## src/rtl/mips_regfile_sb_pkg.sv

```systemverilog
// Shared constants for the MIPS register file and its consumers (decode,
// hazard unit): default datapath widths and the hardwired-zero register
// address.
package mips_regfile_sb_pkg;

   localparam int DEF_DATA_W = 32;
   localparam int DEF_ADDR_W = 3;
   localparam int REG_ZERO   = 0;

endpackage

```

## src/rtl/mips_regfile_sb_scoreboard.sv

```systemverilog
// Per-register busy scoreboard for the register file.
// Ports:
//   clk, reset        clock, synchronous active-high reset
//   set_en, set_reg   decode marks set_reg as having a pending producer
//   clr_en, clr_reg   write-back retires the producer of clr_reg
//   busy              current busy vector (registered)
//   busy_count        population count of busy (registered)
module mips_reg_scoreboard
   import mips_regfile_sb_pkg::*;
#(
   parameter int ADDR_W   = DEF_ADDR_W,
   parameter int ZERO_REG = 1
) (
   input  logic                 clk,
   input  logic                 reset,
   input  logic                 set_en,
   input  logic [ADDR_W-1:0]    set_reg,
   input  logic                 clr_en,
   input  logic [ADDR_W-1:0]    clr_reg,
   output logic [2**ADDR_W-1:0] busy,
   output logic [ADDR_W:0]      busy_count
);

   localparam int DEPTH = 2**ADDR_W;

   logic [DEPTH-1:0] next_busy;
   logic [ADDR_W:0]  next_count;

   // Set beats clear: a new producer issued in the same cycle the previous
   // one retires must keep the register pending.
   always_comb begin
      next_busy = busy;
      for (int r = 0; r < DEPTH; r++) begin
         if (set_en && set_reg == ADDR_W'(r) && !((ZERO_REG != 0) && r == REG_ZERO))
            next_busy[r] = 1'b1;
         else if (clr_en && clr_reg == ADDR_W'(r))
            next_busy[r] = 1'b0;
      end
   end

   always_comb begin
      next_count = '0;
      for (int r = 0; r < DEPTH; r++)
         next_count = next_count + (ADDR_W+1)'(next_busy[r]);
   end

   always_ff @(posedge clk) begin
      if (reset) begin
         busy       <= '0;
         busy_count <= '0;
      end else begin
         busy       <= next_busy;
         busy_count <= next_count;
      end
   end

endmodule

```

## src/rtl/mips_regfile_sb.sv

```systemverilog
// Two-read / one-write register file for the pipelined MIPS datapath with
// synchronous clear, optional hardwired-zero register 0, write-to-read
// bypass and a per-register busy scoreboard.
// Ports:
//   clk, reset                   clock, synchronous active-high clear
//   write_data/write_reg/signal_reg_write   write-back port (also retires busy)
//   read_reg_1/2 -> read_data_1/2, read_busy_1/2   combinational read ports
//   busy_set/busy_reg            decode marks a pending destination
//   busy_count                   registered number of busy registers
module mips_regfile_sb
   import mips_regfile_sb_pkg::*;
#(
   parameter int DATA_W   = DEF_DATA_W,
   parameter int ADDR_W   = DEF_ADDR_W,
   parameter int ZERO_REG = 1,
   parameter int BYPASS   = 1
) (
   input  logic              clk,
   input  logic              reset,
   input  logic [DATA_W-1:0] write_data,
   input  logic [ADDR_W-1:0] write_reg,
   input  logic              signal_reg_write,
   input  logic [ADDR_W-1:0] read_reg_1,
   input  logic [ADDR_W-1:0] read_reg_2,
   input  logic              busy_set,
   input  logic [ADDR_W-1:0] busy_reg,
   output logic [DATA_W-1:0] read_data_1,
   output logic [DATA_W-1:0] read_data_2,
   output logic              read_busy_1,
   output logic              read_busy_2,
   output logic [ADDR_W:0]   busy_count
);

   localparam int DEPTH = 2**ADDR_W;

   logic [DATA_W-1:0] regs [DEPTH];
   logic [DEPTH-1:0]  busy;
   logic              write_ok;

   // A write to register 0 is dropped entirely when it is hardwired.
   assign write_ok = signal_reg_write &&
                     !((ZERO_REG != 0) && write_reg == ADDR_W'(REG_ZERO));

   always_ff @(posedge clk) begin
      if (reset) begin
         for (int r = 0; r < DEPTH; r++)
            regs[r] <= '0;
      end else if (write_ok) begin
         regs[write_reg] <= write_data;
      end
   end

   mips_reg_scoreboard #(
      .ADDR_W   (ADDR_W),
      .ZERO_REG (ZERO_REG)
   ) u_scoreboard (
      .clk        (clk),
      .reset      (reset),
      .set_en     (busy_set),
      .set_reg    (busy_reg),
      .clr_en     (signal_reg_write),
      .clr_reg    (write_reg),
      .busy       (busy),
      .busy_count (busy_count)
   );

   // A forwarded write also hides the busy bit it is about to clear; a
   // same-cycle busy_set only shows up after the edge.
   always_comb begin
      read_data_1 = regs[read_reg_1];
      read_busy_1 = busy[read_reg_1];
      if ((ZERO_REG != 0) && read_reg_1 == ADDR_W'(REG_ZERO)) begin
         read_data_1 = '0;
         read_busy_1 = 1'b0;
      end else if ((BYPASS != 0) && signal_reg_write && write_reg == read_reg_1) begin
         read_data_1 = write_data;
         read_busy_1 = 1'b0;
      end
   end

   always_comb begin
      read_data_2 = regs[read_reg_2];
      read_busy_2 = busy[read_reg_2];
      if ((ZERO_REG != 0) && read_reg_2 == ADDR_W'(REG_ZERO)) begin
         read_data_2 = '0;
         read_busy_2 = 1'b0;
      end else if ((BYPASS != 0) && signal_reg_write && write_reg == read_reg_2) begin
         read_data_2 = write_data;
         read_busy_2 = 1'b0;
      end
   end

endmodule

```

## config.mk

```make
export PLATFORM = sky130hd
export DESIGN_NAME = mips_regfile_sb
export DESIGN_NICKNAME = d
export VERILOG_FILES = /design/src/rtl/mips_regfile_sb_pkg.sv /design/src/rtl/mips_regfile_sb_scoreboard.sv /design/src/rtl/mips_regfile_sb.sv
export SDC_FILE = /design/constraint.sdc
export NUM_CORES = 1
export LEC_CHECK = 0
export BUFFER_PORTS_ARGS = -buffer_cell sky130_fd_sc_hd__buf_4
export CORE_MARGIN = 5
export CORE_UTILIZATION = 65
export CTS_CLUSTER_SIZE = 24
export DETAILED_ROUTE_END_ITERATION = 6
export HOLD_SLACK_MARGIN = 0.03
export PLACE_DENSITY = 0.86
export SYNTH_ARGS = -nofsm -noshare
export SYNTH_HDL_FRONTEND = slang
export SYNTH_SLANG_ARGS = --single-unit
export TNS_END_PERCENT = 30
```

## constraint.sdc

```tcl
create_clock -name clk -period 8.4 [get_ports clk]
set_input_delay 2.1 -clock clk [delete_from_list [all_inputs] [get_ports clk]]
set_output_delay 2.1 -clock clk [all_outputs]
set_load 0.03 [all_outputs]
```

After elaboration in Yosys (flattened, before gate mapping)
Memories as Yosys holds them, arrays and structs flattened.
Cells that the tools add are included.
Widths: inputs -> output; s select.
{"block": "op_classes", "multipliers": 0, "eq_ne": 16, "add_sub_neg": 7, "div_mod_pow": 0, "shifts": 0, "muxes": 35, "reduce_logical": 23, "n_bitwise": 0, "n_lt_le_gt_ge": 2}
{"operator": "$mux 32", "n": 5}
{"operator": "$reduce_or 32->1", "n": 1}
{"operator": "$mux 1", "n": 27}
{"operator": "$add 4x1->4", "n": 6}
{"operator": "$eq 3x3->1 const B", "n": 8}
{"operator": "$logic_and 1x1->1", "n": 18}
{"operator": "$eq 3x2->1 const B", "n": 4}
{"operator": "$logic_not 3->1", "n": 3}
{"operator": "$lt 3x4->1 const B", "n": 2}
{"operator": "$bmux 1 s3", "n": 2}
{"operator": "$eq 3x1->1 const B", "n": 2}
{"operator": "$eq 3x3->1", "n": 2}
{"operator": "$mux 3", "n": 1}
{"operator": "$add 1x1->2", "n": 1}
{"operator": "$logic_not 1->1", "n": 1}
{"block": "totals", "ramBits": 256, "romBits": 0, "in_bits": 48, "latchBits": 0, "elab_cells": 86, "output_inout_bits": 70, "regBits": 12, "mem_count": 1}
{"name": "regs", "words": 8, "width": 32, "rd": 2, "rd_ports_with_merged_regs": 0, "write_ports": 8, "line": "mips_regfile_sb.sv:36", "source": "logic [DATA_W-1:0] regs [DEPTH];"}

Longest topological paths before layout
Gate-level depths: netlist of run 1.
{"block": "depth", "ltp_word": 11, "depth_mapped": 14, "mapped_depth_nobuf": 13}

Hierarchy
Synthesis of run 1 repeated with hierarchy kept, for this count alone.
{"block": "unflattened", "cells_unflattened": 1254, "hier_area_um2": 13520.5}
{"module": "mips_regfile_sb", "cells_per_inst": 1180, "n_inst": 1, "seq_area_each_um2": 6726.5, "area_per_inst_um2": 12774.8}
{"module": "mips_reg_scoreboard", "cells_per_inst": 74, "n_inst": 1, "seq_area_each_um2": 240.2, "area_per_inst_um2": 745.7}

Worst setup path before layout of run 1
No wires, ideal clock.
{"block": "synth_path", "path_kind": "input port to output port", "start": "in read_reg_2[1]", "end": "out read_data_2[31]", "t_arrival_ns": 3.609, "path_stages": 5, "slack_ns": 2.691, "path_cell_list": "buf_6 > buf_2 > buf_1 > o32ai_1 > a211oi_1"}
{"block": "synth_via", "elab_chain_len": 4, "elab_cells_between_ends": 6, "classes_between": "eq/ne: 1; mux: 2; reduce/logical: 2; memory: 1"}
{"item": "start, declared", "line": "mips_regfile_sb.sv:24", "source": "input logic [ADDR_W-1:0] read_reg_2,"}
{"item": "branches (longest 3 deep; another with $mem_v2 8x32)"}
{"item": "$mux 32 *", "line": "mips_regfile_sb.sv:84", "source": "if ((ZERO_REG != 0) && read_reg_2 == ADDR_W'(REG_ZERO)) begin"}
{"item": "end, declared", "line": "mips_regfile_sb.sv:28", "source": "output logic [DATA_W-1:0] read_data_2,"}
Every way passes the cells marked *.

Worst setup path in the final report of run 1
{"block": "layout_path", "start": "in read_reg_1[2]", "end": "out read_data_1[19]"}
{"block": "layout_via", "elab_chain_len": 4, "elab_cells_between_ends": 6, "classes_between": "eq/ne: 1; mux: 2; reduce/logical: 2; memory: 1"}
{"item": "start, declared", "line": "mips_regfile_sb.sv:23", "source": "input logic [ADDR_W-1:0] read_reg_1,"}
{"item": "branches (longest 3 deep; another with $mem_v2 8x32)"}
{"item": "$mux 32 *", "line": "mips_regfile_sb.sv:72", "source": "if ((ZERO_REG != 0) && read_reg_1 == ADDR_W'(REG_ZERO)) begin"}
{"item": "end, declared", "line": "mips_regfile_sb.sv:27", "source": "output logic [DATA_W-1:0] read_data_1,"}
Marks and branches as above.

==> flow_summary.yaml, run 1 <==
worst_setup_path:
  worst-path-max-fanout: 64
  critPathKind: "in2out"
  max_stage_delay_ns: 0.79
  endpoint_kind: "primary output"
  cpMaxStageDelayCell: "o31a_1"
  crit_path_cell_trace: "buf_4 -> xnor2_1 -> nand4_1 -> o31a_1 -> buf_4 -> a32o_1 -> buf_4"
  required_ns: 6.30
  cp_num_buf_inv: 3
  cp_common_cell: "buf_4"
  critPathLaunchType: "input port"
  cpLargestDelayFamily: "buffers and inverters"
  arrival_ns: 4.74
clock_tree:
  cts_tree: "yes"
  clk_pin_slew_ns: 0.06
  postCtsSetupBuffers: 0
  cts_resized: 0
  root_buffer: "clkbuf_16"
  ctsLongestPathBuffers: 3
  numCtsBuffers: 25
  htree_levels: 1
  clk_latency_ns: 0.52
  clock_sinks: 236
  cts_hold_buf: 0
timing:
  fin_crit_ns: 6.836
  setup_viol: 0
  finalSetupTns_ns: 0
  worstMarginPinSlew_ns: 1.209
  fin_skew_ns: 0.0009976
  hold_viol: 0
  drv_slew: 0
  max_slew_margin_pct: 19.42
  min_period_over_period_pct: 81.39
  fmax_mhz: 146.3
  rsz0062_at_grt: "false"
finish:
  num-fill-cells: 1332
  finalNetCount: 1272
  syn_to_final_growth_pct: 13.28
  largest_reg_flops: 224
  multi_input_area_sq_um: 5664
  seq_area_sq_um: 6967
  drive_gt1_share_pct: 16.37
floorplanning:
  rows: 52
  pin_count: 118
  die_w_um: 152.5
  core_sq_um: 20100
  start_util_pct: 65.66
  die_y_um: 152.5
  fp.dieArea_sq_um: 23260
power:
  p_leak_nw: 5.461
  ir_drop_uv: 192.1
  p_switching_w: 0.0008621
  power.total_w: 0.003080
  p_int_w: 0.002218
  p_per_area_nw_per_um2: 206.0
  p_sw_share_pct: 27.99
  p_seq_share_pct: 45.8
  pwr-share-comb_pct: 18.6
  clockPowerShare_pct: 35.5
global_routing:
  grt_pass1_vias: 10555
  grt_pass1_wl_um: 59230
  track_usage_pct: 31.95
  antenna_found_initial: 1
  grt_max_degree: 87
  grt-ovfl-total: 0
route:
  wl_met2_um: 18420
  drt_wl_total_um: 38960
  drt_iter0_drc: 1492
  final_antenna_net_count: 0
  route.detailed.drc: 0
  wl_met1_um: 14110
  viasPerCell: 7.142
  dr.pass1.iters: 6
  route.met3.wl_um: 4878
  top_layer: "met4"
  wire_per_inst_um: 25.89
  dr_total_vias: 10749
yosys:
  synth_compound_area_share_pct: 19.99
  async_flop_share_pct: 0
  yosysSeqAreaShare_pct: 52.78
  synth_seq_cells: 236
  yosysUniqueCellTypes: 56
  synth-xor-area-share_pct: 0.4645
  synth_fp_nets: 1219
  yosys_warnings: 0
  synth_area_sq_um: 13200
  synth_edf_count: 224
  syn_area_per_cell_sq_um: 11.34
  synthCells: 1164
  synth_mux_area_share_pct: 5.630
  synth_ff_type: "edfxtp_1"
  synth_top_family_by_area: "compound AO/OA/AOI/OAI gates"
  synth_simple_gate_area_share_pct: 15.03
  synth_adder_area_share_pct: 0.8910
placed_design:
  place.gp.congestion: 0.8552
  detailedPlacementHpwl_um: 22150
  io_buffers: 117
hold_path:
  hold_class: "reg2reg"
job:
  max-cap-violations: 0
status:
  status: "finished clean"
[power groups by stage]
stage / combinational [W] / clock, W / sequential (W)
after global routing: 0.000601 / 0.00115 / 0.00142
after floorplan: 0.000365 / 0 / 0.00142
after detailed placement: 0.000563 / 0 / 0.00143
after CTS: 0.000567 / 0.00109 / 0.00141
final: 0.000574 / 0.00109 / 0.00141
after global placement: 0.000551 / 0 / 0.00143
[synth_stat cells (5+ instances only)]
| master | number | area [sq um] |
|---|---|---|
| o22a_1 | 64 | 560.5 |
| nor2b_1 | 8 | 50.05 |
| nand2_1 | 74 | 277.8 |
| mux2_2 | 5 | 56.30 |
| o21ai_0 | 13 | 65.06 |
| a32o_1 | 64 | 640.6 |
| nand2b_1 | 6 | 37.54 |
| and2_1 | 226 | 1414 |
| o21bai_1 | 5 | 37.54 |
| buf_6 | 7 | 78.83 |
| mux2_1 | 25 | 281.5 |
| o221ai_1 | 28 | 245.2 |
| buf_2 | 39 | 195.2 |
| edfxtp_1 | 224 | 6726 |
| nor2_1 | 9 | 33.78 |
| xnor2_1 | 6 | 52.55 |
| dfxtp_1 | 12 | 240.2 |
| inv_1 | 38 | 142.6 |
| o21ai_1 | 24 | 120.1 |
| clkbuf_1 | 50 | 187.7 |
| o22ai_1 | 91 | 569.3 |
| a21oi_1 | 6 | 30.03 |
| mux2i_1 | 36 | 360.4 |
| a31oi_1 | 33 | 206.5 |
| buf_1 | 9 | 33.78 |
[layout make-up]
cell class | instances | area share [%]
diodes | 1 | 0.01673
clock buffers | 26 | 4.209
clock inverters | 18 | 1.130
inverters | 39 | 0.9874
multi-input cells | 777 | 37.88
flip-flops and latches | 236 | 46.59
well taps | 270 | 2.259
repair buffers | 138 | 6.928
[cell families after synthesis]
family,after synthesis
AOI/OAI and AO/OA,347
xor gates and xnor gates,7
adders and majority gates,7
buffers and inverters,151
DFF,236
muxes,68
and+or+nand+nor,348
[per-layer routing]
layer  global-route usage [%]  vias to the layer above
met2                    51.46                      848
met5                        0                        -
met3                    6.759                      145
met1                    42.51                     5195
li1                         -                     4561
met4                    13.53                        0
[tightest hold or removal path: stages (launching register included)]
cell	delay [ns]
dfxtp_1	0.32
o21ai_0	0.11
a21oi_1	0.07
[through the flow]
step                      hold slack, ns  setup slack (ns)  util [%]  instances  cell area (sq um)
after detailed placement          0.5282             1.694     70.39       1460              14150
after CTS                         0.5444             1.672     74.37       1504              14950
after floorplan                   0.4910             2.691         -       1164              13200
after global placement            0.5245             1.759     70.39       1460              14150
after global routing              0.5772             1.508     74.38       1505              14950
final                             0.5492             1.564     74.38       1505              14950
[final timing paths]
check	depth (start not counted)	to	start	slack [ns]
max	7	read_data_1[19]	read_reg_1[2]	1.56
min	2	u_scoreboard.busy[1]	u_scoreboard.busy[1]	0.55
max reg2reg	11	u_scoreboard.busy_count[1]	u_scoreboard.busy[1]	5.47
min reg2reg	2	u_scoreboard.busy[1]	u_scoreboard.busy[1]	0.55
[layout by cell type (no fill, tap or decap), types with 5 or more instances in the layout]
cell	Yosys	layout
and2_1	226	226
edfxtp_1	224	224
a32o_1	64	64
clkinv_2	1	6
o21bai_4	0	5
mux2_2	5	5
nor2_1	9	9
xnor2_1	6	6
mux2i_1	36	36
dfxtp_1	12	12
o221ai_1	28	28
o21ai_1	24	24
o21ai_0	13	13
nor2b_1	8	8
a31oi_1	33	33
clkinv_1	0	6
inv_1	38	38
clkbuf_16	0	25
o22ai_1	91	91
buf_4	4	138
nand2_1	74	74
mux2_1	25	25
o22a_1	64	64
Power figures use the tool's default switching activity.
==> run 2, diff against run 1 <==
--- a/config.mk
+++ b/config.mk
@@ -7,11 +7,11 @@
 export LEC_CHECK = 0
 export BUFFER_PORTS_ARGS = -buffer_cell sky130_fd_sc_hd__buf_4
 export CORE_MARGIN = 5
-export CORE_UTILIZATION = 65
+export CORE_UTILIZATION = 54
 export CTS_CLUSTER_SIZE = 24
 export DETAILED_ROUTE_END_ITERATION = 6
 export HOLD_SLACK_MARGIN = 0.03
-export PLACE_DENSITY = 0.86
+export PLACE_DENSITY = 0.76
 export SYNTH_ARGS = -nofsm -noshare
 export SYNTH_HDL_FRONTEND = slang
 export SYNTH_SLANG_ARGS = --single-unit
==> constraint.sdc (replaced) <==
create_clock -name clk -period 5.9 [get_ports clk]
set_input_delay 1.475 -clock clk [delete_from_list [all_inputs] [get_ports clk]]
set_output_delay 1.475 -clock clk [all_outputs]
set_load 0.03 [all_outputs]
==> run 2 against run 1 <==
Critical path depth unchanged. Worst setup slack worse by 0.83 ns. Final area grew 1.3%. Non-clock buffer count up 14. Highest routed layer unchanged. Via count is 3.0% lower. Count of clock-buffer cells in the layout is 3 higher. Core utilization is 12 points lower. Wire length rose by 0.57%. Combinational power up 43%. Cell count grew 4.5%.
==> flow_summary.yaml, run 2 (same netlist as run 1, synthesis figures left out) <==
status:
  status: "finished clean"
clock_tree:
  cts_hold_buf: 0
  cts_resized: 0
  cts_tree: "yes"
  numCtsBuffers: 24
  postCtsSetupBuffers: 0
  clk_latency_ns: 0.53
  htree_levels: 1
  root_buffer: "clkbuf_16"
  clk_pin_slew_ns: 0.06
  clock_sinks: 236
  ctsLongestPathBuffers: 3
route:
  drt_wl_total_um: 39180
  wire_per_inst_um: 24.91
  route.detailed.drc: 0
  viasPerCell: 6.626
  drt_iter0_drc: 1164
  dr.pass1.iters: 7
  final_antenna_net_count: 0
  dr_total_vias: 10423
worst_setup_path:
  worst-path-max-fanout: 26
  required_ns: 4.43
  critPathKind: "in2out"
  reg2regPathDepth: 11
  endpoint_kind: "primary output"
  arrival_ns: 3.69
  critPathLaunchType: "input port"
floorplanning:
  pin_count: 118
  fp.dieArea_sq_um: 27670
  rows: 57
  die_y_um: 166.4
  start_util_pct: 54.60
  die_w_um: 166.4
  core_sq_um: 24180
placed_design:
  io_buffers: 117
  place_ws_ns: 0.8444
  detailedPlacementHpwl_um: 23000
  place_area_sq_um: 14340
  place.gp.congestion: 0.8429
job:
  max-cap-violations: 0
global_routing:
  grt_use_met1_pct: 36.88
  grt_use_met2_pct: 44.53
  track_usage_pct: 27.28
  grt-ovfl-total: 0
  antenna_found_initial: 1
  busiest_layer: "met2"
  grt_max_degree: 79
  grt_pass1_vias: 10479
  met3_usage_pct: 3.880
  grt_pass1_wl_um: 60020
timing:
  fin_ws_ns: 0.7304
  max_slew_margin_pct: 24.59
  min_period_over_period_pct: 87.62
  finalSetupTns_ns: 0
  fmax_mhz: 193.4
  rsz0062_at_grt: "false"
  fin_crit_ns: 5.170
  fin_skew_ns: 0.002367
  setup_viol: 0
  hold_viol: 0
  drv_slew: 0
  worstMarginPinSlew_ns: 1.131
finish:
  drive_gt1_share_pct: 17.07
  layout_commonest_cell: "and2_1"
  largest_reg_flops: 224
  syn_to_final_growth_pct: 14.80
  finalNetCount: 1285
  stdcell_area_sq_um: 15150
  layout_common_cells: "and2_1, edfxtp_1, buf_4, o22ai_1, nand2_1"
hold_path:
  whs_path_depth: 2
  hold_class: "reg2reg"
power:
  p_leak_nw: 5.540
  p_per_area_nw_per_um2: 291.3
  ir_drop_uv: 268.7
-- run 2: through the flow --
step | hold WS [ns] | utilization [%] | instances | total power [W]
final | 0.5611 | 62.68 | 1573 | 0.004414
after CTS | 0.5593 | 62.67 | 1572 | 0.004412
after global routing | 0.5805 | 62.68 | 1573 | 0.004542
after floorplan | 0.4910 | - | 1164 | 0.002546
after detailed placement | 0.5492 | 59.32 | 1528 | 0.002851
after global placement | 0.5488 | 59.32 | 1528 | 0.002836
-- run 2: worst max-delay path, cell delays in order --
cell     delay [ns]
buf_4          0.33
xnor2_1        0.11
nand4_1        0.12
o31a_1         0.86
buf_4          0.39
a32o_1         0.23
buf_4          0.17
-- run 2: area by class of cell --
type	instances	area [sq um]
multi-input cells	777	5669
fillers	1919	9024
diodes	1	2.502
repair buffers	152	1154
clock inverters	15	167.7
clock buffers	29	640.6
flip-flops and latches	236	6967
inverters	39	147.6
well taps	324	405.4
-- run 2: routing by layer --
metal,wire length [um],vias up
met4,1520,0
li1,-,4600
met1,15390,5021
met3,3913,119
met2,18350,683
met5,0,-
-- run 2: power breakdown --
part           switching, W  internal (W)
logic              0.000508      0.000313
clock network      0.000642      0.000943
registers         0.0000603       0.00195
total               0.00121       0.00320
-- run 2: final timing paths --
| check | slack, ns | from | to |
|---|---|---|---|
| max reg2reg | 2.97 | u_scoreboard.busy[1] | u_scoreboard.busy_count[1] |
| min | 0.56 | u_scoreboard.busy[0] | u_scoreboard.busy[0] |
| max | 0.73 | read_reg_1[1] | read_data_1[9] |
| min reg2reg | 0.56 | u_scoreboard.busy[0] | u_scoreboard.busy[0] |
